--- src/rtl/multicycle_datapath.sv ---
// Multicycle datapath: register file, ALU and data memory sequenced by a READ/EXEC/MEM/WB FSM.
// One instruction is in flight at a time; a new start is accepted only in IDLE.
module multicycle_datapath #(
   parameter int DATA_W = 16,
   parameter int REG_AW = 4,
   parameter int ADDR_W = 8,
   parameter int IMM_W  = 4
) (
   input  logic              reg_clc,
   input  logic              reg_reset,
   input  logic              start,
   input  logic [2:0]        op,
   input  logic [REG_AW-1:0] read_reg1,
   input  logic [REG_AW-1:0] read_reg2,
   input  logic [REG_AW-1:0] write_reg,
   input  logic [IMM_W-1:0]  imm_val,
   input  logic [ADDR_W-1:0] address,
   output logic              busy,
   output logic              done,
   output logic [DATA_W-1:0] src1,
   output logic [DATA_W-1:0] src2,
   output logic [DATA_W-1:0] alu_out,
   output logic [DATA_W-1:0] dm_out,
   output logic              zero,
   output logic              carry
);

   localparam logic [2:0] OP_ADD   = 3'b000;
   localparam logic [2:0] OP_SUB   = 3'b001;
   localparam logic [2:0] OP_AND   = 3'b010;
   localparam logic [2:0] OP_OR    = 3'b011;
   localparam logic [2:0] OP_ADDI  = 3'b100;
   localparam logic [2:0] OP_SHL   = 3'b101;
   localparam logic [2:0] OP_LOAD  = 3'b110;
   localparam logic [2:0] OP_STORE = 3'b111;
   localparam int         NREG     = 2**REG_AW;
   localparam int         DEPTH    = 2**ADDR_W;

   typedef enum logic [2:0] {S_IDLE, S_READ, S_EXEC, S_MEM, S_WB} state_t;

   state_t              r_state;
   state_t              w_state_next;
   logic [2:0]          r_op;
   logic [REG_AW-1:0]   r_rs1, r_rs2, r_rd;
   logic [IMM_W-1:0]    r_imm;
   logic [ADDR_W-1:0]   r_addr;
   logic [DATA_W-1:0]   r_src1, r_src2, r_alu, r_dm;
   logic                r_zero, r_carry, r_done;
   logic [DATA_W-1:0]   r_rf  [NREG];
   logic [DATA_W-1:0]   r_mem [DEPTH];
   logic [DATA_W:0]     w_alu_full;
   logic [DATA_W:0]     w_imm_ext;
   logic                w_is_mem_op, w_commit, w_rf_we;
   logic [DATA_W-1:0]   w_wb_data;

   assign w_is_mem_op = (r_op == OP_LOAD) || (r_op == OP_STORE);
   assign w_commit    = (r_state == S_WB) || (r_state == S_MEM && r_op == OP_STORE);
   assign w_rf_we     = (r_state == S_WB);
   assign w_wb_data   = (r_op == OP_LOAD) ? r_dm : r_alu;
   assign w_imm_ext   = {{(DATA_W+1-IMM_W){1'b0}}, r_imm};

   always_ff @(posedge reg_clc) begin
      if (reg_reset) r_state <= S_IDLE;
      else           r_state <= w_state_next;
   end

   always_comb begin
      w_state_next = r_state;
      case (r_state)
         S_IDLE:  if (start) w_state_next = S_READ;
         S_READ:  w_state_next = S_EXEC;
         S_EXEC:  w_state_next = w_is_mem_op ? S_MEM : S_WB;
         S_MEM:   w_state_next = (r_op == OP_LOAD) ? S_WB : S_IDLE;
         S_WB:    w_state_next = S_IDLE;
         default: w_state_next = S_IDLE;
      endcase
   end

   // Bit DATA_W carries the carry-out for adds and the borrow for SUB.
   always_comb begin
      w_alu_full = '0;
      case (r_op)
         OP_ADD:  w_alu_full = {1'b0, r_src1} + {1'b0, r_src2};
         OP_SUB:  w_alu_full = {1'b0, r_src1} - {1'b0, r_src2};
         OP_AND:  w_alu_full = {1'b0, r_src1 & r_src2};
         OP_OR:   w_alu_full = {1'b0, r_src1 | r_src2};
         OP_ADDI: w_alu_full = {1'b0, r_src1} + w_imm_ext;
         OP_SHL:  w_alu_full = (32'(r_imm) >= DATA_W) ? '0 : {1'b0, r_src1 << r_imm};
         default: w_alu_full = '0;
      endcase
   end

   always_ff @(posedge reg_clc) begin
      if (reg_reset) begin
         r_op    <= '0;
         r_rs1   <= '0;
         r_rs2   <= '0;
         r_rd    <= '0;
         r_imm   <= '0;
         r_addr  <= '0;
         r_src1  <= '0;
         r_src2  <= '0;
         r_alu   <= '0;
         r_dm    <= '0;
         r_zero  <= 1'b0;
         r_carry <= 1'b0;
         r_done  <= 1'b0;
      end else begin
         r_done <= w_commit;
         case (r_state)
            S_IDLE: begin
               if (start) begin
                  r_op   <= op;
                  r_rs1  <= read_reg1;
                  r_rs2  <= read_reg2;
                  r_rd   <= write_reg;
                  r_imm  <= imm_val;
                  r_addr <= address;
               end
            end
            S_READ: begin
               r_src1 <= r_rf[r_rs1];
               r_src2 <= r_rf[r_rs2];
            end
            S_EXEC: begin
               if (!w_is_mem_op) begin
                  r_alu   <= w_alu_full[DATA_W-1:0];
                  r_zero  <= (w_alu_full[DATA_W-1:0] == '0);
                  r_carry <= w_alu_full[DATA_W];
               end
            end
            S_MEM: begin
               if (r_op == OP_LOAD) r_dm <= r_mem[r_addr];
            end
            default: ;
         endcase
      end
   end

   // Data memory is never cleared; reset only suppresses an in-flight store.
   always_ff @(posedge reg_clc) begin
      if (!reg_reset && r_state == S_MEM && r_op == OP_STORE)
         r_mem[r_addr] <= r_src1;
   end

   genvar gi;
   generate
      for (gi = 0; gi < NREG; gi++) begin : g_rf
         always_ff @(posedge reg_clc) begin
            if (reg_reset)
               r_rf[gi] <= '0;
            else if (gi != 0 && w_rf_we && r_rd == REG_AW'(gi))
               r_rf[gi] <= w_wb_data;
         end
      end
   endgenerate

   assign busy    = (r_state != S_IDLE);
   assign done    = r_done;
   assign src1    = r_src1;
   assign src2    = r_src2;
   assign alu_out = r_alu;
   assign dm_out  = r_dm;
   assign zero    = r_zero;
   assign carry   = r_carry;

endmodule
--- config.mk ---
export PLATFORM = sky130hd
export DESIGN_NAME = multicycle_datapath
export DESIGN_NICKNAME = d
export VERILOG_FILES = /design/src/rtl/multicycle_datapath.sv
export SDC_FILE = /design/constraint.sdc
export NUM_CORES = 2
export LEC_CHECK = 0
export CORE_ASPECT_RATIO = 0.75
export CORE_MARGIN = 4
export CORE_UTILIZATION = 45
export DETAILED_ROUTE_END_ITERATION = 12
export GPL_ROUTABILITY_DRIVEN = 1
export PLACE_DENSITY = 0.65
export SLEW_MARGIN = 20
export SYNTH_ARGS = -nofsm -noshare
export SYNTH_HDL_FRONTEND = slang
export SYNTH_MEMORY_MAX_BITS = 65536
export SYNTH_SLANG_ARGS = --single-unit
--- constraint.sdc ---
create_clock -name reg_clc -period 6.9 [get_ports reg_clc]
set_input_delay 1.035 -clock reg_clc [delete_from_list [all_inputs] [get_ports reg_clc]]
set_output_delay 1.035 -clock reg_clc [all_outputs]
set_load 0.03 [all_outputs]
==> results.tsv <==
metric	value	unit
Synth Register Bits	4433	
Clock transition at path regs	60	ps
Vias/cell	6.410	
area share of the largest cell type after synthesis	74.34	%
post-route core utilization	51.03	%
# port buffers	97	
Post-CTS Repair Setup Buffers	0	
Slew @ Worst Pin	1213	ps
Num Clock Sinks	4433	
fin crit period	4964	ps
TritonCTS Buffers	406	
CTS tree	built	
WL final	501800	um
H-Tree Depth	5	
Final Setup Violations	0	
initial DRC count	14820	
gr usage total	24.87	%
Crit path largest cell delay	770	ps
Final Hold Fails	0	
Post-synth EDFFs	4336	
combinational share of power	6.7	%
pre-CTS setup slack	2134	ps
Layout area overhead	12.96	%
clock buffer depth	4	
Crit-path slowest cell	dfxtp_4	
status	complete, no violations	
internal power	0.04404	W
unique cell type count in the Yosys netlist	77	
HP Class	flip-flop to flip-flop	
Root Buffer	clkbuf_16	
Pwr Density	286.4	nW/um^2
first-pass GRT wire length	697900	um
max capacitance violation total	0	
Rel. slew slack	18.50	%
Starting Density	45.17	%
Initial DRT Pass Iterations	10	
leading area contributor after synthesis	edfxtp_1	
setup_tns	0	ps
critical path cell sequence	buf_4 -> buf_4 -> mux4_2 -> mux4_2 -> or2_1 -> o211ai_1 -> o21ai_1 -> a2111oi_1 -> nor3_1	
Clk pwr share	40.3	%
CP Launch Type	flip-flop	
Critical Path Sink Type	flip-flop	
skew final	65.85	ps
Vias	89780	
hold-fix buffer count after cts	0	
placed cell count	13250	
routability cong.	0.9253	
fin. max-slew vios	0	
fin crit share	71.94	%
# IOs	98	
Leakage Power	60.26	nW
commonest non-fill, non-tap cell in the layout	edfxtp_1	
nets@finish	8516	
Die Area	399400	um^2
total core area	387700	um^2
most frequent cells in the layout	4336 x edfxtp_1, 1357 x mux4_2, 430 x nor2_1	
fraction of registers with async set/reset	0	%
synthesized cell area	175100	um^2
RSZ-0062 raised after global routing	no	
number of global-route vias before repair	86750	
Syn. warnings	0	
wire per inst	35.83	um
fmax	201.5	MHz
Area contributors post-synth	edfxtp_1 74%, mux4_2 17%, nor2_1 1.4%	
total gr overflow	0	
Mapped Cells	8060	
syn_nets	8112	
DRC viols	0	
die height	548.3	um
HPWL after DPL	305500	um
worst vdd rail ir drop	0.2165	mV
sequential-to-total area share from yosys stat	75.45	%
crit path DAT	5780	ps
Reg power frac	53.0	%
PostCTS Resize Cnt	0	
antenna violations before repair	30	
largest net degree at the start of global routing	184	
Layout Cells excl Fill	14010	
Rows	198	
antenna viol nets, final	0	
Die Wd	728.4	um
average cell area after synthesis	21.73	um^2
setup ws final	1936	ps
crit path kind	flip-flop to flip-flop	
maximum fanout along the worst path	49	
layout cells sized above 1	30.20	%
Sw Pwr	0.01264	W
required time of the worst setup path	7720	ps
main flop type after synthesis	edfxtp_1	
Sw Share	22.30	%
Worst-Skew Late Latency	960	ps
-- synthesized netlist by cell type (all sizes together), types with 17 or more instances --
| cell | instances |
|---|---|
| a211oi | 24 |
| a21oi | 74 |
| a22o | 38 |
| a22oi | 50 |
| buf | 263 |
| clkbuf | 223 |
| dfxtp | 97 |
| edfxtp | 4336 |
| ha | 21 |
| inv | 21 |
| mux2 | 41 |
| mux2i | 163 |
| mux4 | 1357 |
| nand2 | 213 |
| nand2b | 17 |
| nand3 | 70 |
| nand4 | 17 |
| nor2 | 656 |
| nor2b | 18 |
| nor3 | 77 |
| o21ai | 55 |
| o22ai | 32 |
-- worst paths after layout --
| check | depth (start not counted) | startpoint | slack, ps | endpoint |
|---|---|---|---|---|
| worst max-delay path | 9 | r_addr[1] | 1940 | dm_out[0] |
| worst min-delay path | 2 | zero | 490 | zero |
| worst max register to register | 9 | r_addr[1] | 1940 | dm_out[0] |
| worst min register to register | 2 | zero | 490 | zero |
-- worst max-delay path, delay by kind of cell (launching register included) --
family	cells	cell delay, ps
compound gates	3	1290
buf+inv	2	1340
flops	1	770
mux	2	960
simple gates	2	340
-- metal layers --
metal | GRT usage (%) | vias to the layer above | wire (um)
li1 | - | 34700 | -
met1 | 36.81 | 47990 | 197500
met2 | 34.80 | 6179 | 215400
met3 | 8.697 | 897 | 71020
met4 | 7.572 | 16 | 17360
met5 | 0.6885 | - | 509
-- state kept, by name (all words and copies together) (netlist names) --
register and cells:
r_rf 240, r_imm 4, r_state 3, r_mem 4096, src2 16, r_rs1 4, r_rd 4, alu_out 16
carry 1, r_addr 8, zero 1, dm_out 16, done 1, r_op 3, r_rs2 4, src1 16
-- per-stage QoR --
stage,hold WS (ps),instance area [um^2],total power (W)
2_1_floorplan,466.4,175100,0.03285
3_3_place_gp,477.7,184100,0.03425
3_5_place_dp,479.7,184300,0.03432
4_1_cts,488.3,197600,0.05685
5_1_grt,523.5,197800,0.05825
6_report,485.9,197800,0.05667
-- power groups by stage --
| stage | logic (W) | registers, W | clock network, W |
|---|---|---|---|
| 2_1_floorplan | 0.00202 | 0.0308 | 0 |
| 3_3_place_gp | 0.00365 | 0.0306 | 0 |
| 3_5_place_dp | 0.00370 | 0.0306 | 0 |
| 4_1_cts | 0.00371 | 0.0300 | 0.0231 |
| 5_1_grt | 0.00394 | 0.0300 | 0.0243 |
| 6_report | 0.00379 | 0.0300 | 0.0228 |
-- layout make-up --
cell class | count | area, um^2
Timing Repair Buffer | 482 | 4182
Clock buffer | 507 | 10760
Inverter | 22 | 85.08
Sequential cell | 4433 | 132200
Antenna cell | 13 | 32.53
Tap cell | 5200 | 6506
Multi-Input combinational cell | 3119 | 41520
Clock inverter | 231 | 2532
Fill cell | 29900 | 189900
-- cells by family (layout without fill, tap and decap cells) --
family          count (synthesis)  count (layout)  synth area share [%]
compound gates                379             379                 1.500
xor+xnor                       15              15               0.07501
fa+ha+maj                      31              31                0.2129
buf+inv                       508            1242                 1.397
flops                        4433            4433                 75.45
mux                          1561            1561                 18.65
other cells                     0              13                     0
simple gates                 1133            1133                 2.719
(Power assumes the default switching activity.)
